File: src/rtl/fetch_unit_pkg.sv
// Shared CPU constants for the fetch stage, decoder and PCU.
// The package holds the default widths, the NOP opcode and the fetch state encoding.
package fetch_unit_pkg;

  localparam int DEFAULT_ADDR_W  = 12;
  localparam int DEFAULT_DATA_W  = 8;
  localparam int DEFAULT_TIMEOUT = 15;

  // Opcode that the instruction register holds after reset or a squashed fetch.
  localparam logic [7:0] NOP_OPCODE = 8'h00;

  typedef enum logic [1:0] {
    IDLE  = 2'd0,
    REQ   = 2'd1,
    ERROR = 2'd2
  } fetch_state_t;

endpackage

File: src/rtl/fetch_unit_if.sv
// Bundles the PCU-side, program-memory-side and decoder-side signals of the fetch stage.
//
// Memory handshake: mem_req is high for as long as a read is outstanding, and
// mem_addr is held stable for that whole time. A read completes in the cycle
// where mem_req and mem_ack are both high. mem_rdata is only meaningful in that
// cycle. The memory may keep mem_ack low to insert wait states. If mem_req drops
// without an ack, the memory abandons the read.
interface fetch_unit_if
  import fetch_unit_pkg::*;
#(
  parameter int ADDR_W = DEFAULT_ADDR_W,
  parameter int DATA_W = DEFAULT_DATA_W
);

  logic [ADDR_W-1:0] address;
  logic              branch;
  logic [ADDR_W-1:0] mem_addr;
  logic              mem_req;
  logic              mem_ack;
  logic [DATA_W-1:0] mem_rdata;
  logic [DATA_W-1:0] instruction_out;
  logic              instr_valid;
  logic              stall;
  logic              fetch_error;
  fetch_state_t      state;

  // Fetch unit side.
  modport master (
    input  address, branch, mem_ack, mem_rdata,
    output mem_addr, mem_req, instruction_out, instr_valid, stall, fetch_error, state
  );

  // Environment side: the PCU, the decoder and the program memory.
  modport slave (
    output address, branch, mem_ack, mem_rdata,
    input  mem_addr, mem_req, instruction_out, instr_valid, stall, fetch_error, state
  );

endinterface

File: src/rtl/fetch_unit.sv
// Instruction fetch stage. It reads the byte at the PCU address from program memory
// using a req/ack handshake. The returned byte is latched into the instruction
// register. The PCU is held while memory is busy, a wrong-path byte is squashed on a
// taken jump, and the stage locks into ERROR if memory never answers.
module fetch_unit
  import fetch_unit_pkg::*;
#(
  parameter int               ADDR_W   = DEFAULT_ADDR_W,
  parameter int               DATA_W   = DEFAULT_DATA_W,
  parameter logic [DATA_W-1:0] NOP_INSN = DATA_W'(NOP_OPCODE),
  parameter int               TIMEOUT  = DEFAULT_TIMEOUT
) (
  input logic          clock,
  input logic          reset,
  fetch_unit_if.master bus
);

  localparam int CNT_W = $clog2(TIMEOUT + 1);

  fetch_state_t      state;
  logic [CNT_W-1:0]  wait_cnt;
  logic              error_q;
  logic [DATA_W-1:0] insn_q;
  logic              valid_q;
  logic [ADDR_W-1:0] fetch_addr;
  logic              fire;
  logic              timeout_hit;

  // The PCU keeps address stable while stalled, so it can feed memory directly.
  assign fetch_addr   = bus.address;
  assign bus.mem_addr = fetch_addr;

  assign fire = (state == REQ) && bus.mem_ack;

  // This is the last wait cycle allowed. An ack in this same cycle still wins.
  assign timeout_hit = (state == REQ) && !bus.mem_ack &&
                       (wait_cnt == CNT_W'(TIMEOUT - 1));

  // The request is a decode of the async-reset state register, so reset drops it at once.
  assign bus.mem_req         = (state == REQ);
  assign bus.stall           = !fire;
  assign bus.fetch_error     = error_q;
  assign bus.instruction_out = insn_q;
  assign bus.instr_valid     = valid_q;
  assign bus.state           = state;

  // Fetch control: IDLE settle cycle, request and wait counting, and a sticky timeout lock.
  always_ff @(posedge clock or posedge reset) begin
    if (reset) begin
      state    <= IDLE;
      wait_cnt <= '0;
      error_q  <= 1'b0;
    end else begin
      case (state)
        IDLE: begin
          state    <= REQ;
          wait_cnt <= '0;
        end
        REQ: begin
          if (bus.mem_ack) begin
            wait_cnt <= '0;
          end else if (timeout_hit) begin
            state    <= ERROR;
            wait_cnt <= CNT_W'(TIMEOUT);
            error_q  <= 1'b1;
          end else begin
            wait_cnt <= wait_cnt + CNT_W'(1);
          end
        end
        ERROR: begin
          state   <= ERROR;
          error_q <= 1'b1;
        end
        default: begin
          state    <= IDLE;
          wait_cnt <= '0;
        end
      endcase
    end
  end

  // Instruction register: loads on fire, loads NOP on a taken jump, and holds across stalls.
  always_ff @(posedge clock or posedge reset) begin
    if (reset) begin
      insn_q  <= NOP_INSN;
      valid_q <= 1'b0;
    end else if (fire) begin
      if (bus.branch) begin
        insn_q  <= NOP_INSN;
        valid_q <= 1'b0;
      end else begin
        insn_q  <= bus.mem_rdata;
        valid_q <= 1'b1;
      end
    end else if (timeout_hit) begin
      valid_q <= 1'b0;
    end
  end

endmodule

File: src/flat_wrapper.sv
// flat-port wrapper written by rule: the top's interface ports become plain ports
module fetch_unit_flat import fetch_unit_pkg::*;
#(
  parameter int               ADDR_W   = DEFAULT_ADDR_W,
  parameter int               DATA_W   = DEFAULT_DATA_W,
  parameter logic [DATA_W-1:0] NOP_INSN = DATA_W'(NOP_OPCODE),
  parameter int               TIMEOUT  = DEFAULT_TIMEOUT
)
  (clock, reset, bus_address, bus_branch, bus_mem_ack, bus_mem_rdata, bus_mem_addr, bus_mem_req, bus_instruction_out, bus_instr_valid, bus_stall, bus_fetch_error, bus_state);
  fetch_unit_if #(.ADDR_W(ADDR_W), .DATA_W(DATA_W)) bus_i ();
  input logic clock;
  input logic reset;
  input wire logic [$bits(bus_i.address)-1:0] bus_address;
  input wire logic [$bits(bus_i.branch)-1:0] bus_branch;
  input wire logic [$bits(bus_i.mem_ack)-1:0] bus_mem_ack;
  input wire logic [$bits(bus_i.mem_rdata)-1:0] bus_mem_rdata;
  output wire logic [$bits(bus_i.mem_addr)-1:0] bus_mem_addr;
  output wire logic [$bits(bus_i.mem_req)-1:0] bus_mem_req;
  output wire logic [$bits(bus_i.instruction_out)-1:0] bus_instruction_out;
  output wire logic [$bits(bus_i.instr_valid)-1:0] bus_instr_valid;
  output wire logic [$bits(bus_i.stall)-1:0] bus_stall;
  output wire logic [$bits(bus_i.fetch_error)-1:0] bus_fetch_error;
  output wire logic [$bits(bus_i.state)-1:0] bus_state;
  assign bus_i.address = bus_address;
  assign bus_i.branch = bus_branch;
  assign bus_i.mem_ack = bus_mem_ack;
  assign bus_i.mem_rdata = bus_mem_rdata;
  assign bus_mem_addr = bus_i.mem_addr;
  assign bus_mem_req = bus_i.mem_req;
  assign bus_instruction_out = bus_i.instruction_out;
  assign bus_instr_valid = bus_i.instr_valid;
  assign bus_stall = bus_i.stall;
  assign bus_fetch_error = bus_i.fetch_error;
  assign bus_state = bus_i.state;
  fetch_unit #(.ADDR_W(ADDR_W), .DATA_W(DATA_W), .NOP_INSN(NOP_INSN), .TIMEOUT(TIMEOUT)) u_core (.clock(clock), .reset(reset), .bus(bus_i));
endmodule
File: config.mk
export PLATFORM = sky130hd
export DESIGN_NAME = fetch_unit_flat
export DESIGN_NICKNAME = d
export VERILOG_FILES = /design/src/rtl/fetch_unit_pkg.sv /design/src/rtl/fetch_unit_if.sv /design/src/rtl/fetch_unit.sv /design/src/flat_wrapper.sv
export SDC_FILE = /design/constraint.sdc
export NUM_CORES = 1
export LEC_CHECK = 0
export ABC_AREA = 0
export CORE_AREA = 2 2 52 54
export CTS_CLUSTER_SIZE = 24
export DETAILED_ROUTE_END_ITERATION = 10
export DIE_AREA = 0 0 54 56
export PLACE_DENSITY = 0.78
export SLEW_MARGIN = 5
export SYNTH_ARGS = -nofsm -noshare
export SYNTH_HDL_FRONTEND = slang
export SYNTH_SLANG_ARGS = --single-unit
File: constraint.sdc
create_clock -name clock -period 1.9 [get_ports clock]
set_input_delay 0.38 -clock clock [delete_from_list [all_inputs] [get_ports clock]]
set_output_delay 0.38 -clock clock [all_outputs]
set_load 0.02 [all_outputs]
==> metrics.cfg, run 1 <==
[worst_setup_path]
worst_ep_required_time_ns = 1.52
path_class = flip-flop to output pin
cp.buffers_inverters = 2
worst_r2r_path_depth = 5
cp_slowest_stage_delay_ns = 0.42
critical_path.reg2reg.startpoint = u_core.wait_cnt[0]
timing.critical_path.fanout_max = 6
critPathLaunchType = flip-flop
timing.critical_path.slowest_stage_cell = sky130_fd_sc_hd__dfrtp_1
crit_chain = inv_1, ha_2, nand2_2, dlygate4sd2_1
reg2reg_slack_ns = 0.48
rr_endpoint = u_core.bus.state[1]
setup.worst_path.end_class = output pin
worst_ep_arrival_time_ns = 1.43
worst_path_dominant_cell_family = flip-flops

[sta]
fin_crit_sh_pct = 95.5
timing.max_slew.rel_slack_pct = 59.2
report.final.setup_viol = 0
slew_worst_pin_ns = 0.612
finalClockSkew_ns = 0.00684
final.setup.worst_slack_ns = 0.0858
final.setup.tns_ns = 0
achievable-frequency_mhz = 551
slew_viol_final = 0
timing_hold_violations_final = 0
finalWorstPathRequiredPeriod_ns = 1.81
rsz0062_at_grt = no

[synth]
postSynthCellCount = 87
syn-cell-area_um2 = 875
netlist.area_leader.share_pct = 45.8
ys.warnings.count = 0
synthesis.nets = 116
post_synth_num_cell_types = 24
yosys.area.top_type = sky130_fd_sc_hd__dfrtp_1
yosysSeqAreaShare_pct = 45.8
post_synth_main_area_contributors = sky130_fd_sc_hd__dfrtp_1, sky130_fd_sc_hd__buf_4, sky130_fd_sc_hd__ha_1, sky130_fd_sc_hd__nand2b_1, sky130_fd_sc_hd__o21ai_0
postSynthRegisterBits = 16
synth_area_per_cell_um2 = 10.1

[min_path]
hold_path.class = primary input to asynchronous set/reset pin

[pwr]
net-switching-power_uw = 502
power.ir.vdd_worst_mv = 0.762
report.power.total_uw = 1360
share_seq_of_total_power_pct = 37.1
power.share.combinational_pct = 46.6
power.density_cell_area_nw_per_um2 = 1230
p_int_uw = 855
share_clk_of_total_power_pct = 16.3
netSwitchingFraction_pct = 37.0
leakagePower_uw = 0.000497

[clock_tree]
path_clk_slew_ns = 0.10
clk_latency_ns = 0.28
cts_sinks = 16
cts_root_buf = sky130_fd_sc_hd__clkbuf_4
cts_made_buffers = 3
cts-htree-levels = 1
post_cts.repair.setup_buffers = 0
ctsLongestPathBuffers = 2
cts_tree = yes

[placed_design]
preCtsSetupSlack_ns = -0.000524
number_of_instances_in_the_placed_design = 130
hpwlAfterDp_um = 1270
port-buffer-count = 25
final_replace_weighted_congestion = 0.744

[floorplan]
placementRows = 18
die_w_um = 54
design.portCount = 50
die_area_um2 = 3020
fp.coreArea_um2 = 2430
floorplan.die.height_um = 56
starting_density_of_the_core_pct = 36.0

[grt]
grt_use_met1_pct = 16.8
gr-max-usage-layer = met2
initial_antenna_violation_count = 0
met2_usage_pct = 20.9
grt_util_all_layers_pct = 13.1
grt_start_max_net_pins = 18
use_met3_pct = 4.03
grt.overflow.total = 0
first_global_vias = 651
grt_first_pass_wirelength_um = 2990

[run]
drv.max_cap_violation_count = 0

[detailed_routing]
routed_wl_um = 1610
num_vias = 597
drt_drc_violations_left = 0
ant_nets = 0
first_pass_iters = 4
drtIter0Drc = 2
avgViaCountPerCell = 4.46
route.detailed.wl_per_inst_um = 12.0

[layout]
layoutNonFillerInstCount = 134
final_cell_mix = sky130_fd_sc_hd__clkdlybuf4s50_1, sky130_fd_sc_hd__dfrtp_1, sky130_fd_sc_hd__nand2_1
layout_cell_share_with_drive_strength_beyond_1_pct = 13.5
most_common_cell_after_layout_fill_and_taps_aside = sky130_fd_sc_hd__clkdlybuf4s50_1
diodes = 0
final_nets = 134
layout-area-overhead-vs-synth_pct = 26.6

[outcome]
run_status = complete, no violations

[worst register-to-register path: stages, from the launching register on]
cell                      delay, ns
sky130_fd_sc_hd__dfrtp_1       0.42
sky130_fd_sc_hd__inv_1         0.09
sky130_fd_sc_hd__ha_1          0.20
sky130_fd_sc_hd__nand3_2       0.09
sky130_fd_sc_hd__o21ai_2       0.19
sky130_fd_sc_hd__mux2_1        0.34
[cell usage after synthesis]
cell type                    n
sky130_fd_sc_hd__buf_4      12
sky130_fd_sc_hd__a21o_2      1
sky130_fd_sc_hd__nand2_2     1
sky130_fd_sc_hd__o21ai_2     1
sky130_fd_sc_hd__and3_2      1
sky130_fd_sc_hd__o21ai_0     9
sky130_fd_sc_hd__ha_1        5
sky130_fd_sc_hd__o22a_2      1
sky130_fd_sc_hd__o2bb2ai_1   1
sky130_fd_sc_hd__o31ai_1     2
sky130_fd_sc_hd__nor2b_1     2
sky130_fd_sc_hd__inv_1       4
sky130_fd_sc_hd__o22a_1      1
sky130_fd_sc_hd__buf_2       1
sky130_fd_sc_hd__nand2b_1    9
sky130_fd_sc_hd__nor2_1      1
sky130_fd_sc_hd__nand3_2     1
sky130_fd_sc_hd__nand2_1    11
sky130_fd_sc_hd__or2_2       1
sky130_fd_sc_hd__mux2_1      2
sky130_fd_sc_hd__buf_6       1
sky130_fd_sc_hd__and3_1      1
sky130_fd_sc_hd__dfrtp_1    16
sky130_fd_sc_hd__a31oi_1     2
[how the worst max path moves through the flow]
stage / start / slack, ns / end / cells after the start
2_1_floorplan: u_core.bus.state[1] / 0.26 / bus_stall / 4
3_3_place_gp: bus_mem_ack / 0.002 / bus_stall / 3
3_5_place_dp: bus_mem_ack / -0.0005 / bus_stall / 3
4_1_cts: u_core.bus.state[1] / 0.01 / bus_stall / 4
5_1_grt: u_core.bus.state[1] / 0.02 / bus_stall / 4
6_report: u_core.bus.state[1] / 0.09 / bus_stall / 4
[state kept, by name, summed over array words and instances (netlist names)]
| signal | flops |
|---|---|
| u_core.bus.fetch_error | 1 |
| u_core.bus.state | 2 |
| u_core.wait_cnt | 4 |
| u_core.bus.instr_valid | 1 |
| u_core.bus.instruction_out | 8 |
[cells by family (layout without fill, tap and decap cells)]
| family | Yosys count | count (layout) | share of synthesized area [%] |
|---|---|---|---|
| and+or+nand+nor | 28 | 28 | 17.2 |
| AOI/OAI and AO/OA | 18 | 18 | 13.4 |
| buffers and inverters | 18 | 35 | 13.9 |
| DFF | 16 | 16 | 45.8 |
| adders and majority gates | 5 | 5 | 7.15 |
| muxes | 2 | 2 | 2.57 |
[metrics by stage]
step / instance area, um2 / utilization (%) / hold WS (ns)
after global routing: 1110 / 45.5 / 0.495
after floorplan: 875 / - / 0.294
after global placement: 1070 / 44.0 / 0.448
after CTS: 1100 / 45.4 / 0.477
final: 1110 / 45.5 / 0.458
after detailed placement: 1070 / 44.0 / 0.450
[power groups by stage]
| stage | sequential (uW) | clock, uW | combinational [uW] |
|---|---|---|---|
| floorplan | 613 | 0 | 309 |
| global placement | 502 | 0 | 634 |
| detailed placement | 512 | 0 | 647 |
| CTS | 506 | 235 | 641 |
| global route | 519 | 252 | 698 |
| finish | 503 | 222 | 632 |
[metal layers]
layer | routed length, um | vias to the layer above
met5 | 0 | -
met4 | 16 | 0
met3 | 76 | 2
met2 | 795 | 11
met1 | 719 | 271
li1 | - | 313
[what timing repair did]
action,in CTS,in global routing
setup endpoints to repair,2,1
resized for setup,2,1
endpoints found under the hold margin,0,0
pin swaps,0,0
hold buffers,0,0
[final cells by class]
type                    count  area [um2]
fillers                   241        1330
flip-flops and latches     16         400
multi-input cells          53         355
repair buffers             27         263
well taps                  30        37.5
clock buffers               4        36.3
inverters                   4        15.0
Note: power is estimated with default switching activity, not from simulation.
==> run 2, diff against run 1 <==
--- a/config.mk
+++ b/config.mk
@@ -6,11 +6,13 @@
 export NUM_CORES = 1
 export LEC_CHECK = 0
 export ABC_AREA = 0
+export CAP_MARGIN = 20
 export CORE_AREA = 2 2 52 54
 export CTS_CLUSTER_SIZE = 24
 export DETAILED_ROUTE_END_ITERATION = 10
 export DIE_AREA = 0 0 54 56
 export PLACE_DENSITY = 0.78
+export RECOVER_POWER = 50
 export SLEW_MARGIN = 5
 export SYNTH_ARGS = -nofsm -noshare
 export SYNTH_HDL_FRONTEND = slang
==> run 2 against run 1 <==
- wire length did not move
- sequential share of layout area unchanged
- sequential cell count unchanged
- hold slack better by 0.014 ns
- largest power group unchanged
- highest routed layer unchanged
==> metrics.cfg, run 2 (same netlist as run 1, synthesis figures left out) <==
[outcome]
run_status = complete, no violations  ; unchanged

[clock_tree]
cts_root_buf = sky130_fd_sc_hd__clkbuf_4  ; unchanged
ctsLongestPathBuffers = 2  ; unchanged
clk_latency_ns = 0.28  ; about the same
cts_made_buffers = 3  ; unchanged
cts-htree-levels = 1  ; unchanged
cts_tree = yes  ; unchanged
cts_sinks = 16  ; unchanged
path_clk_slew_ns = 0.10  ; about the same

[layout]
final_cell_mix = sky130_fd_sc_hd__clkdlybuf4s50_1, sky130_fd_sc_hd__dfrtp_1, sky130_fd_sc_hd__nand2_1  ; unchanged
layout-area-overhead-vs-synth_pct = 26.6  ; unchanged
most_common_cell_after_layout_fill_and_taps_aside = sky130_fd_sc_hd__clkdlybuf4s50_1  ; unchanged
postLayoutCoreUtil_pct = 45.5  ; unchanged
layout_cell_share_with_drive_strength_beyond_1_pct = 13.5  ; unchanged
diodes = 0  ; unchanged
largest_reg_flops = 8  ; unchanged
layoutNonFillerInstCount = 134  ; unchanged
final_nets = 134  ; unchanged

[worst_setup_path]
critPathLaunchType = flip-flop  ; unchanged
path_class = flip-flop to output pin  ; unchanged
worst_ep_arrival_time_ns = 1.43  ; about the same
timing.critical_path.slowest_stage_cell = sky130_fd_sc_hd__dfrtp_1  ; unchanged
worst_ep_required_time_ns = 1.52  ; about the same
cp_slowest_stage_delay_ns = 0.42  ; about the same
setup.worst_path.end_class = output pin  ; unchanged
crit_chain = inv_1, ha_2, nand2_2, dlygate4sd2_1  ; unchanged
timing.critical_path.fanout_max = 6  ; unchanged

[grt]
met2_usage_pct = 20.9  ; unchanged
first_global_vias = 651  ; unchanged
gr-max-usage-layer = met2  ; unchanged
use_met3_pct = 4.03  ; unchanged
grt_use_met1_pct = 16.8  ; unchanged
grt_first_pass_wirelength_um = 2990  ; unchanged
grt_start_max_net_pins = 18  ; unchanged
initial_antenna_violation_count = 0  ; unchanged
grt_util_all_layers_pct = 13.1  ; unchanged
grt.overflow.total = 0  ; unchanged

[floorplan]
die_area_um2 = 3020  ; unchanged
fp.coreArea_um2 = 2430  ; unchanged
placementRows = 18  ; unchanged
starting_density_of_the_core_pct = 36.0  ; unchanged
floorplan.die.height_um = 56  ; unchanged
die_w_um = 54  ; unchanged
design.portCount = 50  ; unchanged

[sta]
timing.max_slew.rel_slack_pct = 59.2  ; about the same
achievable-frequency_mhz = 551  ; unchanged
slew_worst_pin_ns = 0.612  ; about the same
slew_viol_final = 0  ; unchanged
finalClockSkew_ns = 0.00684  ; unchanged
rsz0062_at_grt = no  ; unchanged
report.final.setup_viol = 0  ; unchanged
timing_hold_violations_final = 0  ; unchanged
finalWorstPathRequiredPeriod_ns = 1.81  ; unchanged
fin_crit_sh_pct = 95.5  ; unchanged

[pwr]
power.ir.vdd_worst_mv = 0.760  ; was 0.762 mV
netSwitchingFraction_pct = 37.0  ; about the same
power.share.combinational_pct = 46.6  ; about the same
report.power.total_uw = 1360  ; about the same
net-switching-power_uw = 502  ; unchanged
leakagePower_uw = 0.000498  ; was 0.000497 uW
share_clk_of_total_power_pct = 16.3  ; about the same
p_int_uw = 854  ; was 855 uW
power.density_cell_area_nw_per_um2 = 1230  ; about the same
share_seq_of_total_power_pct = 37.1  ; about the same

[detailed_routing]
num_vias = 597  ; unchanged
drtIter0Drc = 2  ; unchanged
routed_wl_um = 1610  ; unchanged
avgViaCountPerCell = 4.46  ; unchanged
route.detailed.wl_per_inst_um = 12.0  ; unchanged
drt_drc_violations_left = 0  ; unchanged
ant_nets = 0  ; unchanged
first_pass_iters = 4  ; unchanged

[placed_design]
port-buffer-count = 25  ; unchanged
final_replace_weighted_congestion = 0.744  ; unchanged
number_of_instances_in_the_placed_design = 130  ; unchanged
hpwlAfterDp_um = 1270  ; unchanged

[run]
drv.max_cap_violation_count = 0  ; unchanged

[min_path]
hold_path.class = flip-flop to flip-flop  ; was primary input to asynchronous set/reset pin

[run 2: cell types whose count changed in the layout (fill, tap and decap cells not counted)]
cell and delta:
sky130_fd_sc_hd__dlygate4sd3_1 +1, sky130_fd_sc_hd__clkdlybuf4s50_1 -1
[run 2: final cells by class]
class                           count  area, um2
Inverter                            4       15.0
Clock buffer                        4       36.3
Multi-Input combinational cell     53        355
Timing Repair Buffer               27        263
Tap cell                           30       37.5
Sequential cell                    16        400
Fill cell                         241       1330
[run 2: final timing paths]
check	end	slack, ns	start	cells past startpoint
max reg2reg	u_core.bus.state[1]	0.48	u_core.wait_cnt[0]	5
max	bus_stall	0.09	u_core.bus.state[1]	4
min in group asynchronous	u_core.bus.instruction_out[1]	0.59	reset	2
max in group asynchronous	u_core.bus.instruction_out[5]	0.90	reset	2
min	u_core.bus.fetch_error	0.47	u_core.bus.fetch_error	1
min reg2reg	u_core.bus.fetch_error	0.47	u_core.bus.fetch_error	1
[run 2: critical path, delay by kind of cell (launching register included)]
| kind | cells | cell delay [ns] |
|---|---|---|
| DFF | 1 | 0.42 |
| buffers and inverters | 2 | 0.41 |
| adders and majority gates | 1 | 0.24 |
| and+or+nand+nor | 1 | 0.08 |
[run 2: timing repair]
| action | 4_1_cts | 5_1_grt |
|---|---|---|
| hold buffers | 0 | 0 |
| pin swaps | 0 | 0 |
| endpoints found under the setup margin | 2 | 1 |
| gates resized for setup | 2 | 1 |
| buffers inserted | 0 | 0 |
[run 2: metrics by stage]
| step | cell area (um2) | hold slack [ns] | worst slack (ns) | setup TNS [ns] |
|---|---|---|---|---|
| 6_report | 1110 | 0.472 | 0.0858 | 0 |
| 5_1_grt | 1110 | 0.495 | 0.0173 | 0 |
| 4_1_cts | 1100 | 0.477 | 0.0137 | 0 |
| 3_5_place_dp | 1070 | 0.450 | -0.000524 | -0.000524 |
| 3_3_place_gp | 1070 | 0.448 | 0.00240 | 0 |
| 2_1_floorplan | 875 | 0.294 | 0.258 | 0 |
[run 2: metal layers]
| metal | up-vias | share of wire [%] |
|---|---|---|
| met5 | - | 0 |
| met4 | 0 | 1.0 |
| met3 | 2 | 4.7 |
| met2 | 11 | 49 |
| met1 | 271 | 45 |
| li1 | 313 | - |
[run 2: power by group through the flow]
stage                     logic (uW)  clock network, uW  registers, uW
after floorplan                  309                  0            613
after global placement           634                  0            502
after detailed placement         647                  0            512
after CTS                        641                235            506
after global routing             697                252            519
final                            632                222            503
